`src/rtl/rr_decode_arbiter_if.sv`:
```
// Request/grant bundle between requesters and the round-robin decode arbiter.
// The arbiter uses the slave modport; the requester side (or a bench) uses master.
interface rr_decode_arbiter_if;
  logic [7:0] i_req;
  logic       i_release;
  logic [7:0] o_gnt;
  logic [2:0] o_gnt_idx;
  logic       o_gnt_valid;
  logic       o_timeout;

  modport master (
    output i_req,
    output i_release,
    input  o_gnt,
    input  o_gnt_idx,
    input  o_gnt_valid,
    input  o_timeout
  );

  modport slave (
    input  i_req,
    input  i_release,
    output o_gnt,
    output o_gnt_idx,
    output o_gnt_valid,
    output o_timeout
  );
endinterface

```
`src/rtl/rr_decode_arbiter.sv`:
```
// Round-robin arbiter for 8 requesters driving a one-hot 3:8 select bus.
// Grants are held until release, owner withdrawal or a MAX_HOLD-cycle tenure limit.
module rr_decode_arbiter #(
  parameter int unsigned MAX_HOLD = 16
) (
  input logic                clk,
  input logic                rst,
  rr_decode_arbiter_if.slave bus
);

  localparam int unsigned N     = 8;
  localparam int unsigned IDX_W = 3;
  localparam int unsigned CNT_W = $clog2(MAX_HOLD) + 1;

  typedef enum logic [0:0] {StIdle, StGrant} state_e;

  state_e             r_state, w_state_d;
  logic [IDX_W-1:0]   r_ptr, w_ptr_d;
  logic [CNT_W-1:0]   r_hold_cnt, w_hold_cnt_d;
  logic [IDX_W-1:0]   r_gnt_idx, w_gnt_idx_d;
  logic [N-1:0]       r_gnt, w_gnt_d;
  logic               r_gnt_valid, w_gnt_valid_d;
  logic               r_timeout, w_timeout_d;

  logic [IDX_W-1:0]   w_win_idx;
  logic               w_win_found;
  logic               w_rel, w_wd, w_max;

  // First requester at or after r_ptr, wrapping 7 -> 0.
  always_comb begin
    logic [IDX_W-1:0] cand;
    w_win_idx   = r_ptr;
    w_win_found = 1'b0;
    cand        = r_ptr;
    for (int k = 0; k < int'(N); k++) begin
      cand = r_ptr + IDX_W'(k);
      if (!w_win_found && bus.i_req[cand]) begin
        w_win_idx   = cand;
        w_win_found = 1'b1;
      end
    end
  end

  assign w_rel = bus.i_release;
  assign w_wd  = ~bus.i_req[r_gnt_idx];
  assign w_max = (r_hold_cnt == CNT_W'(MAX_HOLD - 1));

  always_comb begin
    w_state_d     = r_state;
    w_ptr_d       = r_ptr;
    w_hold_cnt_d  = r_hold_cnt;
    w_gnt_idx_d   = r_gnt_idx;
    w_gnt_d       = r_gnt;
    w_gnt_valid_d = r_gnt_valid;
    w_timeout_d   = 1'b0;
    unique case (r_state)
      StIdle: begin
        if (w_win_found) begin
          w_gnt_idx_d   = w_win_idx;
          w_gnt_d       = N'(1) << w_win_idx;
          w_gnt_valid_d = 1'b1;
          w_hold_cnt_d  = '0;
          w_state_d     = StGrant;
        end
      end
      StGrant: begin
        w_hold_cnt_d = r_hold_cnt + 1'b1;
        if (w_rel || w_wd || w_max) begin
          w_gnt_d       = '0;
          w_gnt_valid_d = 1'b0;
          w_hold_cnt_d  = '0;
          w_ptr_d       = r_gnt_idx + 1'b1;
          // Timeout only flags tenures ended purely by the hold limit.
          w_timeout_d   = w_max && !w_rel && !w_wd;
          w_state_d     = StIdle;
        end
      end
      default: w_state_d = StIdle;
    endcase
  end

  always_ff @(posedge clk or posedge rst) begin
    if (rst) begin
      r_state     <= StIdle;
      r_ptr       <= '0;
      r_hold_cnt  <= '0;
      r_gnt_idx   <= '0;
      r_gnt       <= '0;
      r_gnt_valid <= 1'b0;
      r_timeout   <= 1'b0;
    end else begin
      r_state     <= w_state_d;
      r_ptr       <= w_ptr_d;
      r_hold_cnt  <= w_hold_cnt_d;
      r_gnt_idx   <= w_gnt_idx_d;
      r_gnt       <= w_gnt_d;
      r_gnt_valid <= w_gnt_valid_d;
      r_timeout   <= w_timeout_d;
    end
  end

  assign bus.o_gnt       = r_gnt;
  assign bus.o_gnt_idx   = r_gnt_idx;
  assign bus.o_gnt_valid = r_gnt_valid;
  assign bus.o_timeout   = r_timeout;

endmodule

```
`src/flat_wrapper.sv`:
```
// flat-port wrapper written by rule: the top's interface ports become plain ports
module rr_decode_arbiter_flat 
#(
  parameter int unsigned MAX_HOLD = 16
)
  (clk, rst, bus_i_req, bus_i_release, bus_o_gnt, bus_o_gnt_idx, bus_o_gnt_valid, bus_o_timeout);
  rr_decode_arbiter_if bus_i ();
  input logic clk;
  input logic rst;
  input wire logic [$bits(bus_i.i_req)-1:0] bus_i_req;
  input wire logic [$bits(bus_i.i_release)-1:0] bus_i_release;
  output wire logic [$bits(bus_i.o_gnt)-1:0] bus_o_gnt;
  output wire logic [$bits(bus_i.o_gnt_idx)-1:0] bus_o_gnt_idx;
  output wire logic [$bits(bus_i.o_gnt_valid)-1:0] bus_o_gnt_valid;
  output wire logic [$bits(bus_i.o_timeout)-1:0] bus_o_timeout;
  assign bus_i.i_req = bus_i_req;
  assign bus_i.i_release = bus_i_release;
  assign bus_o_gnt = bus_i.o_gnt;
  assign bus_o_gnt_idx = bus_i.o_gnt_idx;
  assign bus_o_gnt_valid = bus_i.o_gnt_valid;
  assign bus_o_timeout = bus_i.o_timeout;
  rr_decode_arbiter #(.MAX_HOLD(MAX_HOLD)) u_core (.clk(clk), .rst(rst), .bus(bus_i));
endmodule
```
`config.mk`:
```
export PLATFORM = sky130hd
export DESIGN_NAME = rr_decode_arbiter_flat
export DESIGN_NICKNAME = d
export VERILOG_FILES = /design/src/rtl/rr_decode_arbiter_if.sv /design/src/rtl/rr_decode_arbiter.sv /design/src/flat_wrapper.sv
export SDC_FILE = /design/constraint.sdc
export NUM_CORES = 1
export LEC_CHECK = 0
export CAP_MARGIN = 30
export CORE_MARGIN = 5
export CORE_UTILIZATION = 50
export CTS_CLUSTER_SIZE = 24
export DETAILED_ROUTE_END_ITERATION = 10
export GPL_TIMING_DRIVEN = 0
export PLACE_DENSITY = 0.73
export SYNTH_ARGS = -nofsm -noshare
export SYNTH_HDL_FRONTEND = slang
export SYNTH_SLANG_ARGS = --single-unit
```
`constraint.sdc`:
```
create_clock -name clk -period 8.5 [get_ports clk]
set_clock_uncertainty 0.2 [all_clocks]
set_input_delay 1.7 -clock clk [delete_from_list [all_inputs] [get_ports clk]]
set_output_delay 1.7 -clock clk [all_outputs]
set_load 0.005 [all_outputs]
```
Word-level counts from Yosys, hierarchy flattened. Index checks and enable logic that the tools add are counted.

Bits in registers: 22. Word-level logic and storage cells: 100.

Reductions and logical operators: 22. Shift operators: 1. Multiplexer cells: 47. Bitwise operators: 2. $lt $le $gt $ge: 9. Add/sub/neg operators: 9. Eq/ne operators: 3.

Operator list (count): < comparator 3 x 4 -> 1 bit (second input constant) (9); binary-select mux 1 bit (select 3 bit) (9); 2-to-1 mux 1 bit (23); 2-to-1 mux 3 bit (7); 2-to-1 mux 8 bit (2); case mux 8 bit (2 select lines) (1); adder 3 bit (second input constant) (4); 2-to-1 mux 5 bit (2); case mux 5 bit (2 select lines) (1); logical AND 1 bit (9); zero test 1 bit (8); left shift 1 x 3 -> 8 bit (first input constant) (1); adder 3 x 1 -> 3 bit (second input constant) (2); adder 3 x 2 -> 3 bit (second input constant) (2); AND reduction 2 bit (3); adder 5 x 1 -> 5 bit (second input constant) (1); equality test 5 x 4 -> 1 bit (second input constant) (1); case mux 1 bit (2 select lines) (2); logical OR 1 bit (2); != test 2 x 1 -> 1 bit (second input constant) (1); != test 2 bit (second input constant) (1); NOT 1 bit (2).

Logic depth before layout (Yosys ltp). Gate-level depths: netlist of the first run.

Word-level depth: 27. Depth in mapped cells: 12.

Least setup slack after synthesis of the first run. OpenSTA, ideal clock, no wires.

Path type: in2reg. From: input bus_i_req[6]. To: register u_core.r_gnt[2] (netlist: u_core.bus.o_gnt[2]). Required time: 8.204 ns. Setup slack: 4.650 ns. Library setup time: 0.096 ns. Buffers on the path: 0. Data arrival time: 3.554 ns. Stages: 7. Cell sequence: mux4_1 > mux2i_1 > nand2_1 > a211o_2 > o2111ai_1 > o221ai_1 > o31ai_1.

Longest elaborated chain between the ends: 27.

RTL lines: start: declaration (RTL line flat_wrapper.sv:10) `input wire logic [$bits(bus_i.i_req)-1:0] bus_i_req;`; binary-select mux 1 bit (select 3 bit) (RTL line rr_decode_arbiter.sv:37) `if (!w_win_found && bus.i_req[cand]) begin`; 2-to-1 mux 1 bit (not written as such) (RTL line rr_decode_arbiter.sv:37); 2-to-1 mux 1 bit (RTL line rr_decode_arbiter.sv:37); zero test 1 bit (RTL line rr_decode_arbiter.sv:37); logical AND 1 bit (RTL line rr_decode_arbiter.sv:37); 2-to-1 mux 1 bit (RTL line rr_decode_arbiter.sv:37); zero test 1 bit (RTL line rr_decode_arbiter.sv:37); logical AND 1 bit (RTL line rr_decode_arbiter.sv:37); (+11 left out); logical AND 1 bit (RTL line rr_decode_arbiter.sv:37); 2-to-1 mux 1 bit (RTL line rr_decode_arbiter.sv:37); zero test 1 bit (RTL line rr_decode_arbiter.sv:37); logical AND 1 bit (RTL line rr_decode_arbiter.sv:37); 2-to-1 mux 3 bit (RTL line rr_decode_arbiter.sv:37); left shift 1 x 3 -> 8 bit (RTL line rr_decode_arbiter.sv:60) `w_gnt_d = N'(1) << w_win_idx;`; 2-to-1 mux 8 bit (RTL line rr_decode_arbiter.sv:58) `if (w_win_found) begin`; case mux 8 bit (2 select lines) (RTL line rr_decode_arbiter.sv:56) `unique case (r_state)`; end signal: assignment (RTL line rr_decode_arbiter.sv:96) `r_gnt <= w_gnt_d;`; end: declaration (RTL line rr_decode_arbiter.sv:21) `logic [N-1:0] r_gnt, w_gnt_d;`.

Several ways; a longest one is shown, not always the timed one. The select of a mux whose other input is x is not followed. A chain may end at the register's enable or synchronous reset.

Worst setup path after layout of the first run.
From: input bus_i_req[0]. To: register u_core.r_gnt_idx[0] (netlist: u_core.bus.o_gnt_idx[0]).

Longest elaborated chain between the ends: 25.

RTL lines: binary-select mux 1 bit (select 3 bit) (RTL line rr_decode_arbiter.sv:37); 2-to-1 mux 1 bit (not written as such) (RTL line rr_decode_arbiter.sv:37); 2-to-1 mux 1 bit (RTL line rr_decode_arbiter.sv:37); zero test 1 bit (RTL line rr_decode_arbiter.sv:37); logical AND 1 bit (RTL line rr_decode_arbiter.sv:37); 2-to-1 mux 1 bit (RTL line rr_decode_arbiter.sv:37); zero test 1 bit (RTL line rr_decode_arbiter.sv:37); logical AND 1 bit (RTL line rr_decode_arbiter.sv:37); (+9 left out); 2-to-1 mux 1 bit (RTL line rr_decode_arbiter.sv:37); zero test 1 bit (RTL line rr_decode_arbiter.sv:37); logical AND 1 bit (RTL line rr_decode_arbiter.sv:37); 2-to-1 mux 1 bit (RTL line rr_decode_arbiter.sv:37); zero test 1 bit (RTL line rr_decode_arbiter.sv:37); logical AND 1 bit (RTL line rr_decode_arbiter.sv:37); 2-to-1 mux 1 bit (RTL line rr_decode_arbiter.sv:37); AND reduction 2 bit (no line); end signal: assignment (RTL line rr_decode_arbiter.sv:95) `r_gnt_idx <= w_gnt_idx_d;`; end: declaration (RTL line rr_decode_arbiter.sv:20) `logic [IDX_W-1:0] r_gnt_idx, w_gnt_idx_d;`.

Several ways; a longest one is shown, not always the timed one. The select of a mux whose other input is x is not followed.

==> metrics, run 1 <==
XOR/XNOR Fraction of Synth Area=1.78%; aggregate global routing overflow=0; GRT met1 Usage=26.0%; Tmin final=4600 ps; Synth area leader=dfrtp_1; Synth async-reset ratio=100%; die area=0.00530 mm2; CP arrival=4510 ps; R2R Path Start=u_core.r_ptr[1]; Total Routing Usage GR=18.8%; number of global-route vias before repair=1638; Post-CTS Setup Repair Bufs=0; Synth area leaders=dfrtp_1, mux4_1, mux4_2, mux2i_1, nand2_1; placed cells=266; clk slew on worst S/H paths=70 ps; routability congestion estimate=0.901; Worst VDD drop=0.257 mV; Detailed Routing Iterations Pass 1=4; CTS tree=done; Synth Area in Compound Gates=16.1%; worst reg2reg setup slack=3950 ps; Sw Share=47.8%; Post-Synth Simple-Gate Area=16.5%; Critical Path Max Stage Delay=630 ps; Syn Inst Count=195; clk buf depth=2; vias per cell=6.33; nets=239; Reg2Reg Depth=11; post-synthesis mux area share=27.7%; Startpoint Class=primary input; Post-DP HPWL=3.65 mm; critical-path cell list=clkdlybuf4s50_1 -> mux4_1 -> mux2i_1 -> nand4_1 -> nor3_1 -> nor3_1 -> mux2i_1 -> o21ai_0; Starting DRT DRC Count=130; grt met3 use=3.86%; GR peak layer=met2; main combinational cell family by area after synthesis=multiplexers; sequential share of power=16.5%; Synth Net Count=211; Slowest cell on crit path=mux4_1; largest net degree at the start of global routing=23; RSZ-0062 raised after global routing=no; clock network fraction of total power=6.1%; fmax=0.217 GHz; die width=72.8 um; status=finished clean; Logic pwr share=77.4%; initial antenna violation count=0; H-tree Lvls=1; worst hold endpoint=u_core.bus.o_gnt[5]; wire length per cell=17.2 um; total number of vias=1704; proportion of layout cells with a drive suffix above 1=15.4%; post-CTS sizing=0; Worst setup EP type=register; crit-path leading delay family=multiplexers; DRC viols=0; clk_lat worst skew=250 ps; I/O Pins=24; final setup TNS=0 ps; DRT antenna net count=0; cell count of the worst hold path=2; root buffer cell=clkbuf_8; cts bufs inserted=3; synth cell count leaders=nand2_1, dfrtp_1, mux2i_1, o21ai_0, nor2_1; Post-Synthesis Mean Instance Area=10.1 um2; prevailing post-synth register cell=dfrtp_1; Leak Pwr=0.938 nW; Layout Utilization=61.5%; Fin Hold WS=279 ps; share of Yosys cell area claimed by the top area cell type=27.9%; Max Cap Viol=0; Core Area=0.00374 mm2; Synth Area in Adders=3.17%; Slew @ Worst Pin=804 ps; reg2reg end=u_core.bus.o_gnt_idx[0]; final setup fails=0; Die H=72.8 um; PD cells=436 mW/mm2; CP Max Fanout=8; IO buf count=23; total power=1.01 mW; Pins Over Slew Limit=0; Post-synth EDFFs=0; met2 Use GR=30.5%; headroom to the max-slew limit=46.3%; fin cells=269; #FFs+latches synth=22; CTS sink count=22; Synth cell types=46; CP Data Required Time=8410 ps; Total Wirelength=4.63 mm; area delta synth->final=16.8%; Seq/Total Area, Yosys=27.9%; Int Power=525 uW; min-delay worst type=reg2reg; P_sw=480 uW; first-pass GRT wire length=7.93 mm; hold_sp=u_core.bus.o_gnt[5]; fillcell total=325; hold-fix buffers at CTS=0; # rows=22; Antenna diodes=0; Final Hold Fails=0; Setup CP Type=in2reg; synthesized area=0.00197 mm2; CP bufs+invs=1; top-count cell post-synth=nand2_1; Initial Util=52.7%; number of synthesis warnings=0; period utilization=54.1%
-- cells in the final DEF (no fill, tap or decap), types with 4 or more instances in the layout --
cell | netlist | layout
buf_6 | 4 | 4
clkbuf_8 | 3 | 6
clkdlybuf4s50_1 | 0 | 23
dfrtp_1 | 22 | 22
ha_1 | 5 | 5
inv_1 | 7 | 7
mux2_2 | 8 | 8
mux2i_1 | 14 | 14
mux4_1 | 6 | 6
mux4_2 | 7 | 7
nand2_1 | 27 | 27
nand3_1 | 9 | 9
nor2_1 | 10 | 10
nor3_1 | 6 | 6
o21ai_0 | 12 | 12
o31ai_1 | 8 | 8
-- cell type report --
cell class | count | area, um2 | area share (%)
buffer | 10 | 105 | 4.56
clock buffer | 3 | 41.3 | 1.79
inverter | 8 | 30.0 | 1.30
multi-input combinational | 155 | 1290 | 55.8
sequential | 22 | 551 | 23.9
tap | 48 | 60.1 | 2.61
timing repair buffer | 23 | 230 | 9.99
-- per-layer routing --
metal  vias up  share of wire, %  routed length, um
met5         -                 0                  0
met3         8               6.5                301
met2        60                48               2230
met1       826                44               2060
li1        810                 -                  -
met4         0              0.84                 39
-- stage by stage --
step                setup WS [ps]  area, um2
finish                       3900       2300
global route                 3710       2300
CTS                          3920       2300
detailed placement           3640       2260
global placement             3730       2260
floorplan                    4650       1970
-- power groups by stage --
stage | combinational (mW) | sequential [mW] | clock [mW]
2_1_floorplan | 0.592 | 0.163 | 0
3_3_place_gp | 0.753 | 0.166 | 0
3_5_place_dp | 0.770 | 0.168 | 0
4_1_cts | 0.774 | 0.166 | 0.0638
5_1_grt | 0.846 | 0.171 | 0.0680
6_report | 0.778 | 0.166 | 0.0610
-- logic make-up (layout without fill, tap and decap cells) --
logic type / count (synthesis) / in the layout
muxes: 35 / 35
buffers and inverters: 18 / 44
xor gates and xnor gates: 4 / 4
and+or+nand+nor: 68 / 68
adders and majority gates: 5 / 5
DFF: 22 / 22
AOI/OAI and AO/OA: 43 / 43
-- state kept, by name (all words and copies together), names as in the netlist --
signal / cells
u_core.r_ptr: 3
u_core.r_hold_cnt: 5
u_core.bus.o_gnt: 8
u_core.bus.o_timeout: 1
u_core.bus.o_gnt_idx: 3
u_core.r_state: 1
u_core.bus.o_gnt_valid: 1
-- worst min-delay path, stage by stage (launching register included) --
cell	delay [ps]
dfrtp_1	340
nand2_1	50
o31ai_1	50
-- worst max path at each step --
stage / from / to / cells after the start
floorplan: bus_i_req[6] / u_core.bus.o_gnt[2] / 7
global placement: bus_i_req[0] / u_core.bus.o_gnt_idx[0] / 8
detailed placement: bus_i_req[0] / u_core.bus.o_gnt_idx[0] / 8
CTS: bus_i_req[0] / u_core.bus.o_gnt[3] / 8
global route: u_core.r_ptr[1] / u_core.bus.o_gnt_idx[0] / 11
finish: bus_i_req[0] / u_core.bus.o_gnt_idx[0] / 8
(Power assumes the default switching activity.)
==> run 2: changes to the inputs <==
==> constraint.sdc (replaced) <==
create_clock -name clk -period 4.45 [get_ports clk]
set_clock_uncertainty 0.2 [all_clocks]
set_input_delay 0.89 -clock clk [delete_from_list [all_inputs] [get_ports clk]]
set_output_delay 0.89 -clock clk [all_outputs]
set_load 0.005 [all_outputs]
==> run 2 against run 1 <==
Against the previous run: register-to-register slack worse by 3600 ps; setup slack worse by 3600 ps; largest power group unchanged; clock power up 90%; sequential share of layout area about the same; final area up 0.11%; largest cell class unchanged; utilization up 0.067 points; critical path type is now reg2reg.
==> metrics, run 2 (same netlist as run 1, synthesis figures left out) <==
status=finished clean; Die H=72.8 um; I/O Pins=24; Max Cap Viol=0; Worst VDD drop=0.489 mV; CTS tree=done; final setup TNS=0 ps; worst hold endpoint=u_core.bus.o_gnt[5]; max reg flops=8; die width=72.8 um; Tmin final=4140 ps; worst reg2reg setup slack=310 ps; clk buf depth=2; Layout Utilization=61.6%; Leak Pwr=0.943 nW; PD cells=835 mW/mm2; RSZ-0062 raised after global routing=no; Total Wirelength=4.65 mm; IO buf count=23; critical-path cell list=clkbuf_2 -> clkinv_2 -> ha_1 -> buf_6 -> mux4_1 -> mux2i_1 -> nand4_1 -> nor3_1 -> nor3_1 -> mux2i_1 -> o21ai_0; Core Area=0.00374 mm2; vias per cell=6.36; cts bufs inserted=3; Critical Path Max Stage Delay=580 ps; cell count of the worst hold path=2; die area=0.00530 mm2; Worst setup EP type=register; register area=551 um2; largest net degree at the start of global routing=23; DRT antenna net count=0; hold-fix buffers at CTS=0; fillcell total=325; area occupied by multi-input gates=0.00129 mm2; proportion of layout cells with a drive suffix above 1=16.3%; Antenna diodes=0; H-tree Lvls=1; # rows=22; clk slew on worst S/H paths=70 ps; nets=239; post-CTS sizing=1; CP arrival=4060 ps; fmax=0.241 GHz; min-delay worst type=reg2reg; area delta synth->final=16.9%; headroom to the max-slew limit=46.4%; root buffer cell=clkbuf_8; clk_lat worst skew=250 ps; Slew @ Worst Pin=803 ps; number of global-route vias before repair=1638; Post-DP HPWL=3.65 mm; Starting DRT DRC Count=115; Slowest cell on crit path=mux4_1; reg2reg end=u_core.bus.o_gnt_idx[0]; Initial Util=52.7%; Post-CTS Setup Repair Bufs=0; Reg2Reg Depth=11; first-pass GRT wire length=7.93 mm; total power=1.92 mW; routability congestion estimate=0.901; hold_sp=u_core.bus.o_gnt[5]; CTS sink count=22; Detailed Routing Iterations Pass 1=5; Total Routing Usage GR=18.8%; Setup CP Type=reg2reg; most common library cell in the layout ignoring fill and taps=nand2_1; Pins Over Slew Limit=0; DRC viols=0; Final Hold Fails=0; CP Max Fanout=10; period utilization=93.1%; final setup fails=0; total number of vias=1712; Startpoint Class=register; R2R Path Start=u_core.r_ptr[1]; CP Data Required Time=4360 ps; aggregate global routing overflow=0; most frequent cells in the layout=nand2_1, clkdlybuf4s50_1, dfrtp_1; wire length per cell=17.3 um; initial antenna violation count=0
-- run 2: through the flow --
| stage | instance area, um2 | setup WS [ps] | hold slack (ps) | std cells |
|---|---|---|---|---|
| after floorplan | 1970 | 736 | 250 | 195 |
| after CTS | 2300 | 105 | 284 | 269 |
| after detailed placement | 2260 | -33.2 | 268 | 266 |
| after global placement | 2260 | 29.3 | 260 | 266 |
| after global routing | 2310 | 106 | 321 | 269 |
| final | 2310 | 305 | 279 | 269 |
-- run 2: area by class of cell --
cell class | count | share of cell area [%]
multi-input cells | 155 | 55.8
flip-flops and latches | 22 | 23.9
repair buffers | 23 | 9.98
plain buffers | 10 | 4.61
well taps | 48 | 2.60
clock buffers | 3 | 1.79
inverters | 8 | 1.36
-- run 2: worst max path at each step --
stage	to	slack, ps	startpoint	depth (start not counted)
floorplan	u_core.bus.o_gnt[6]	740	u_core.r_ptr[1]	12
global placement	u_core.bus.o_gnt_idx[0]	30	u_core.r_ptr[1]	11
detailed placement	u_core.bus.o_gnt_idx[0]	-30	u_core.r_ptr[1]	11
CTS	u_core.bus.o_gnt[3]	100	u_core.r_ptr[1]	11
global route	u_core.bus.o_gnt_idx[0]	110	u_core.r_ptr[1]	11
finish	u_core.bus.o_gnt_idx[0]	310	u_core.r_ptr[1]	11
-- run 2: power breakdown --
group / internal, mW / total [mW] / switching (mW)
registers: 0.263 / 0.317 / 0.0533
logic: 0.681 / 1.49 / 0.811
clock network: 0.0602 / 0.116 / 0.0559
-- run 2: routing by layer --
metal  GRT usage [%]  part of all wire [%]  up-vias
li1                -                     -      808
met1            26.0                    44      831
met2            30.5                    48       67
met3            3.86                   6.7        6
met4            3.89                  0.77        0
met5               0                     0        -
-- run 2: critical path: cells and delay by family, from the launching register on --
| kind | cells | cell delay, ps |
|---|---|---|
| AO/OA/AOI/OAI | 1 | 160 |
| buffers and inverters | 3 | 690 |
| flip-flops | 1 | 460 |
| AND/OR/NAND/NOR | 3 | 720 |
| multiplexers | 3 | 1360 |
| adder cells (fa/ha/maj) | 1 | 410 |
